<file path="src/rtl/pc_update_unit_pkg.sv">
// pc_update_unit_pkg: shared JumpOP encoding, reset default and offset helper
// Revision: 1.0
`default_nettype none

package pc_update_unit_pkg;

    // Encoding shared with the jump controller
    localparam logic [1:0] JOP_SEQ = 2'b00;
    localparam logic [1:0] JOP_BR  = 2'b01;
    localparam logic [1:0] JOP_JR  = 2'b10;
    localparam logic [1:0] JOP_J   = 2'b11;

    localparam logic [31:0] DEFAULT_RESET_PC = 32'h0000_0000;

    typedef enum logic {
        MODE_RUN  = 1'b0,
        MODE_HOLD = 1'b1
    } pc_mode_e;

    // Word offset to byte offset, sign-extended to 32 bits
    function automatic logic [31:0] sext_word_offset(input logic [15:0] imm);
        return {{14{imm[15]}}, imm, 2'b00};
    endfunction

endpackage

`default_nettype wire

</file>
<file path="src/rtl/pc_update_unit_pc_target_mux.sv">
// pc_target_mux: combinational next-PC selection from the current PC and JumpOP
// Revision: 1.0
`default_nettype none

module pc_target_mux
    import pc_update_unit_pkg::*;
(
    input  logic [31:0] pc_out,
    input  logic [1:0]  JumpOP,
    input  logic [15:0] imm16,
    input  logic [25:0] jaddr,
    input  logic [31:0] rs_data,
    output logic [31:0] next_pc,
    output logic        is_redirect
);

    logic [31:0] w_pc_plus4;

    assign w_pc_plus4 = pc_out + 32'd4;

    always_comb begin
        next_pc = w_pc_plus4;
        case (JumpOP)
            JOP_SEQ: next_pc = w_pc_plus4;
            JOP_BR:  next_pc = w_pc_plus4 + sext_word_offset(imm16);
            JOP_JR:  next_pc = rs_data;
            JOP_J:   next_pc = {w_pc_plus4[31:28], jaddr, 2'b00};
            default: next_pc = w_pc_plus4;
        endcase
    end

    assign is_redirect = (JumpOP != JOP_SEQ);

endmodule

`default_nettype wire

</file>
<file path="src/rtl/pc_update_unit.sv">
// pc_update_unit: registered PC stage with flush pulse and saturating redirect counter.
// Optional macro PC_ALIGN_CHECK_EN adds JR target alignment forcing and a sticky misalign flag.
// Revision: 1.0
`default_nettype none

module pc_update_unit
    import pc_update_unit_pkg::*;
#(
    parameter logic [31:0] RESET_PC = DEFAULT_RESET_PC,
    parameter int          CNT_W    = 16
) (
    input  logic             clk,
    input  logic             rst,
    input  logic             stall,
    input  logic [1:0]       JumpOP,
    input  logic [15:0]      imm16,
    input  logic [25:0]      jaddr,
    input  logic [31:0]      rs_data,
    output logic [31:0]      pc_out,
    output logic [31:0]      pc_plus4,
    output logic             flush,
    output logic [CNT_W-1:0] redirect_cnt
`ifdef PC_ALIGN_CHECK_EN
    ,
    output logic             misalign
`endif
);

    logic [31:0]      r_pc;
    logic             r_flush;
    logic [CNT_W-1:0] r_cnt;
    logic [31:0]      w_next_pc;
    logic [31:0]      w_load_pc;
    logic             w_is_redirect;
    pc_mode_e         w_mode;

    pc_target_mux u_target_mux (
        .pc_out      (r_pc),
        .JumpOP      (JumpOP),
        .imm16       (imm16),
        .jaddr       (jaddr),
        .rs_data     (rs_data),
        .next_pc     (w_next_pc),
        .is_redirect (w_is_redirect)
    );

    // HOLD is purely a view of the stall input; nothing about it is stored
    assign w_mode = stall ? MODE_HOLD : MODE_RUN;

`ifdef PC_ALIGN_CHECK_EN
    logic r_misalign;
    logic w_bad_jr;

    assign w_bad_jr  = (JumpOP == JOP_JR) && (rs_data[1:0] != 2'b00);
    assign w_load_pc = (JumpOP == JOP_JR) ? {w_next_pc[31:2], 2'b00} : w_next_pc;

    always_ff @(posedge clk) begin
        if (rst) begin
            r_misalign <= 1'b0;
        end else if (w_mode == MODE_RUN && w_bad_jr) begin
            r_misalign <= 1'b1;
        end
    end

    assign misalign = r_misalign;
`else
    assign w_load_pc = w_next_pc;
`endif

    always_ff @(posedge clk) begin
        if (rst) begin
            r_pc    <= RESET_PC;
            r_flush <= 1'b0;
            r_cnt   <= '0;
        end else if (w_mode == MODE_RUN) begin
            r_pc    <= w_load_pc;
            r_flush <= w_is_redirect;
            if (w_is_redirect && !(&r_cnt)) begin
                r_cnt <= r_cnt + CNT_W'(1);
            end
        end else begin
            r_flush <= 1'b0;
        end
    end

    assign pc_out       = r_pc;
    assign pc_plus4     = r_pc + 32'd4;
    assign flush        = r_flush;
    assign redirect_cnt = r_cnt;

endmodule

`default_nettype wire
</file>
<file path="config.mk">
export PLATFORM = sky130hd
export DESIGN_NAME = pc_update_unit
export DESIGN_NICKNAME = d
export VERILOG_FILES = /design/src/rtl/pc_update_unit_pkg.sv /design/src/rtl/pc_update_unit_pc_target_mux.sv /design/src/rtl/pc_update_unit.sv
export SDC_FILE = /design/constraint.sdc
export NUM_CORES = 1
export LEC_CHECK = 0
export ABC_AREA = 1
export ABC_CLOCK_PERIOD_IN_PS = 3500
export BUFFER_PORTS_ARGS = -buffer_cell sky130_fd_sc_hd__buf_4
export CORE_MARGIN = 2
export CORE_UTILIZATION = 54
export CTS_CLUSTER_DIAMETER = 40
export CTS_CLUSTER_SIZE = 14
export DETAILED_ROUTE_END_ITERATION = 12
export PLACE_DENSITY = 0.82
export SLEW_MARGIN = 20
export SYNTH_ARGS = -nofsm -noshare
export SYNTH_HDL_FRONTEND = slang
export SYNTH_SLANG_ARGS = --single-unit
</file>
<file path="constraint.sdc">
create_clock -name clk -period 3.5 [get_ports clk]
set_input_delay 0.175 -clock clk [delete_from_list [all_inputs] [get_ports clk]]
set_output_delay 0.175 -clock clk [all_outputs]
set_load 0.05 [all_outputs]
</file>
### Word-level counts from Yosys, hierarchy flattened

Cells that the tools add are included.

* register bits: 49
* input port bits: 79
* output and inout port bits: 81
* word-level logic and storage cells: 19

* $add $sub $neg: 3
* equality and inequality tests: 3
* mux-type cells: 2
* bitwise operators: 1
* reductions and logical operators: 7

Operators with widths (number)
* $pmux W32 S4: 1
* $add A32 B3 Y32 const B: 1
* $add A32 B32 Y32: 1
* $add A16 B1 Y16 const B: 1
* $reduce_and A16 Y1: 1
* $eq A2 B2 Y1 const B: 2
* $eq A2 B1 Y1 const B: 1
* $logic_not A2 Y1: 1
* $reduce_and A2 Y1: 1
* $reduce_bool A2 Y1: 1
* $reduce_or A2 Y1: 1
* $logic_and A1 B1 Y1: 1
* $logic_not A1 Y1: 1
* $mux W1: 1
* $not A1 Y1: 1

### Longest topological paths before layout

* word-level depth: 4
* depth in mapped cells: 25

### By module

Synthesis repeated with hierarchy kept, for this count alone.

* cell total of the unflattened synthesis: 1162
* area, all modules: 6522.5 um2

By module, submodules not included
* pc_target_mux: instances 1, cells an instance 715, area each 3648.5 um2, sequential area each 0.0 um2
* pc_update_unit: instances 1, cells an instance 447, area each 2874.0 um2, sequential area each 980.9 um2

### Worst setup path before layout

No wires, ideal clock.

* path kind: reg-to-reg
* start point: register r_pc[2], in the netlist pc_out[2]
* end point: register r_pc[30], in the netlist pc_out[30]
* library setup time: 0.114 ns
* arrival: 3.750 ns
* data required time: 3.386 ns
* path slack: -0.364 ns
* cell stages (with the launch flop): 19
* path buffers: 0
* clock period less this slack: 3.864 ns
* cell sequence: dfxtp_1 -> inv_1 -> nor2_1 -> nand2_1 -> nor2_4 -> inv_2 -> nor2_4 -> xor2_1 -> ha_1 -> a21oi_1 -> o21ai_0 -> nand2_1 -> nand2_1 -> a21oi_1 -> nand3_1 -> nand3_1 -> nand2_1 -> nand2_1 -> nand2_1

* word-level cells in the longest chain between the ends: 3

Ends and longest elaborated chain
* start, declared: line pc_update_unit.sv:29 `logic [31:0] r_pc;`
* start signal, assigned: line pc_update_unit.sv:76 `r_pc <= w_load_pc;`
* $add A32 B3 Y32
* net pc_plus4[2]: line pc_update_unit.sv:20 `output logic [31:0] pc_plus4,`
* $add A32 B32 Y32: line pc_update_unit_pc_target_mux.sv:25 `JOP_BR: next_pc = w_pc_plus4 + sext_word_offset(imm16);`
* $pmux W32 S4: line pc_update_unit_pc_target_mux.sv:23 `case (JumpOP)`

The timed path passes the listed nets, and every way through them passes these cells.
A chain may end at the register's enable or synchronous reset.

### Worst setup path in the final report

* start point: register r_pc[4], in the netlist pc_out[4]
* end point: register r_pc[28], in the netlist pc_out[28]

* word-level cells in the longest chain between the ends: 3

Ends and longest elaborated chain
* $add A32 B3 Y32 (*): line pc_update_unit_pc_target_mux.sv:19 `assign w_pc_plus4 = pc_out + 32'd4;`
* $add A32 B32 Y32: line pc_update_unit_pc_target_mux.sv:25
* $pmux W32 S4 (*): line pc_update_unit_pc_target_mux.sv:23

Mark *: on every way between the ends. The rest lies on a longest branch, timed or not.

==> impl_metrics.toml <==
[cts]
clkLatencyLatePin_ns = 0.30
ctsResizeCount = 0
cts_hold_buf = 0
cts_max_path_buffers = 2
cts_tree = "built"
htree_levels = 2
clkSinkCount = 49
cts_setup_buffers = 0
cts_buffers = 5
cts-root-buf = "clkbuf_8"
clkTransAtPathRegs_ns = 0.09

[sta]
rsz0062_at_grt = "no"
period_minus_slack_ns = 3.24
tns_ns = 0
setup_violations = 0
finalHoldViolCount = 0
tightest_slew_ns = 0.848
slew_headroom_pct = 43.4
fin_crit_sh_pct = 92.4
slew_viol_final = 0
clock_skew_ns = 0.00440
fmax_mhz = 309

[pwr]
combPwrFrac_pct = 48.1
p_seq_share_pct = 31.3
power_frac_clock_pct = 20.6
p_per_area_nw_per_um2 = 281
sw_frac_of_total_pct = 44.0
ir_worst_vdd_mv = 0.202
leakagePower_nw = 3.91
intPower_mw = 1.14
switching_power_mw = 0.896

[yosys]
ys_seq_elements = 49
synth_top_area_share_pct = 23.8
synthCells = 1025
async_flop_share_pct = 0
synth_largest_area_cell = "nand2_1"
avgSynthCellArea_um2 = 5.57
netlist-cell-type-count = 43
synth_edf_count = 0
synth_fp_nets = 1143
ys_top_cells_by_area = "nand2_1, dfxtp_1, inv_1, ha_1, nor2_1"
yosysWarnings = 0
synthFlopType = "dfxtp_1"
synthesis.area_um2 = 5700
synth-seq-area-share_pct = 17.2

[die]
core_um2 = 10300
dieHeight_um = 107
rows = 37
die_area_um2 = 11400
initial_core_util_pct = 55.5
io_pins = 160
die_width_um = 107

[worst_setup_path]
max_stage_delay_ns = 0.48
crit_top_cell = "nand2_1"
reg2regPathDepth = 19
regToRegSetupSlack_ns = 0.26
cp.required_ns = 3.70
path_cells = "nand3_2 -> nor2_4 -> nand2_2 -> nor3b_2 -> nand2_1 -> xor2_1 -> inv_1 -> ha_1 -> nand2_1 -> nor2_1 -> nand2_1 -> nor2_1 -> nand2_1 -> nand3_1 -> nand2_1 -> nand3_1 -> nand2_1 -> nand2_1 -> nand2_1"
startpoint_type = "flip-flop"
critPathKind = "flip-flop to flip-flop"
critPathSlowestCell = "dfxtp_1"
r2r-end = "pc_out[28]"
arrival_ns = 3.44
critPathMaxFanout = 6
reg2reg_from = "pc_out[4]"
crit_path_end_kind = "flip-flop"

[hold_path]
min_path_cells = 3
hold_start = "rs_data[0]"
holdPathEnd = "pc_out[0]"
hold_path_class = "input pin to flip-flop"

[outcome]
status = "finished, final reports clean"

[detailed_routing]
drt_iter0_drc = 671
wirelength_mm = 21.0
ant_nets = 0
dr.pass1.iters = 7
avgRoutedWirePerCell_um = 16.0
drcViolationCount = 0
vias = 7176
viasPerCell = 5.45

[layout]
stdcell_area_um2 = 7240
layout.nets = 1298
drive_gt1_share_pct = 18.5
num_antenna_cells = 0
area_growth_pct = 27.0

[run]
drv_cap = 0

[global_route]
grt.total_usage_pct = 36.5
antenna_found_initial = 0
grt_pass1_wl_mm = 32.8
grt-ovfl-total = 0
grt_pass1_vias = 6447
grt_max_degree = 25

[placement]
globalplace.congestion = 0.989
portBuffers = 159
hpwlAfterDp_mm = 17.3
placed_area_um2 = 7100
==> layout by cell type (no fill, tap or decap), drive strengths merged <==
cell type	count
o311ai	1
clkbuf	7
a21o	2
o21ai	53
a22o	1
xor2	21
fa	1
o21bai	5
nand4	16
o211ai	6
nand3	62
nand3b	1
ha	38
nor3b	1
dfxtp	49
a221oi	14
nor3	11
and2	1
clkinv	2
buf	168
bufinv	1
nor4	4
o21a	1
or2	4
a31oi	2
inv	154
nand2	370
clkinvlp	1
xnor2	4
o22ai	6
nor2	117
a21boi	4
a21oi	53
==> power by group through the flow <==
stage	clock network [mW]	logic [mW]	registers [mW]
final	0.420	0.979	0.636
after global placement	0	0.953	0.646
after floorplan	0	0.533	0.740
after detailed placement	0	0.958	0.647
after global routing	0.445	1.06	0.640
after CTS	0.425	0.962	0.634
==> how the worst max path moves through the flow <==
stage / start / endpoint / slack (ns) / cells past startpoint
floorplan: pc_out[2] / pc_out[30] / 0.12 / 19
global placement: pc_out[3] / pc_out[23] / 0.27 / 19
detailed placement: pc_out[3] / pc_out[23] / 0.19 / 19
CTS: pc_out[3] / pc_out[23] / 0.16 / 19
global route: pc_out[2] / pc_out[25] / 0.001 / 19
finish: pc_out[4] / pc_out[28] / 0.26 / 19
==> sequential cells by signal, indices dropped and copies added (netlist names) <==
register	cells
flush	1
redirect_cnt	16
pc_out	32
==> kinds of logic (layout without fill, tap and decap cells) <==
logic type | after synthesis | after routing | share of synthesized area (%)
adder cells (fa/ha/maj) | 39 | 39 | 8.69
XOR/XNOR | 25 | 25 | 3.84
AND/OR/NAND/NOR | 587 | 587 | 43.3
AO/OA/AOI/OAI | 148 | 148 | 15.0
buffers and inverters | 177 | 333 | 12.0
flip-flops | 49 | 49 | 17.2
==> per-stage QoR <==
step                hold slack, ns  cells  utilization, %  power [mW]  setup slack [ns]
detailed placement           0.411   1309            69.1        1.60             0.186
floorplan                    0.244   1025               -        1.27             0.117
finish                      0.0934   1317            70.5        2.03             0.264
CTS                         0.0852   1317            70.2        2.02             0.163
global route                0.0911   1317            70.5        2.14           0.00145
global placement             0.407   1309            69.1        1.60             0.271
==> critical path: cells and delay by family (launching register included) <==
family	cells	cell delay [ns]
xor+xnor	1	0.22
fa+ha+maj	1	0.34
buf+inv	1	0.16
flops	1	0.48
simple gates	16	1.94
==> cell usage after synthesis, types with 5 or more instances <==
master    count
a21oi_1      53
nand3_1      61
ha_1         38
inv_1       152
o22ai_1       6
clkbuf_1     12
o21ai_0      47
buf_2         5
o21ai_1       6
nor2_1      109
nor3_1        9
dfxtp_1      49
o211ai_1      6
nand2_1     361
o21bai_1      5
nand2_2       8
xor2_1       21
nand4_1      16
a221oi_1     14
==> area by class of cell <==
cell class              count  area, µm²
fillers                   987       3030
clock buffers               7       86.3
flip-flops and latches     49        983
clock inverters             1       30.0
well taps                 136        170
inverters                 157        593
multi-input cells         799       4120
repair buffers            168       1260
==> metal layers <==
| metal | vias up | routed length [µm] | track usage [%] |
|---|---|---|---|
| met5 | - | 0 | 0 |
| met2 | 395 | 9240 | 60.1 |
| li1 | 3580 | - | - |
| met1 | 3158 | 8990 | 48.7 |
| met3 | 43 | 2180 | 6.63 |
| met4 | 0 | 632 | 10.7 |
No activity file was read; power rests on OpenSTA's default activity.
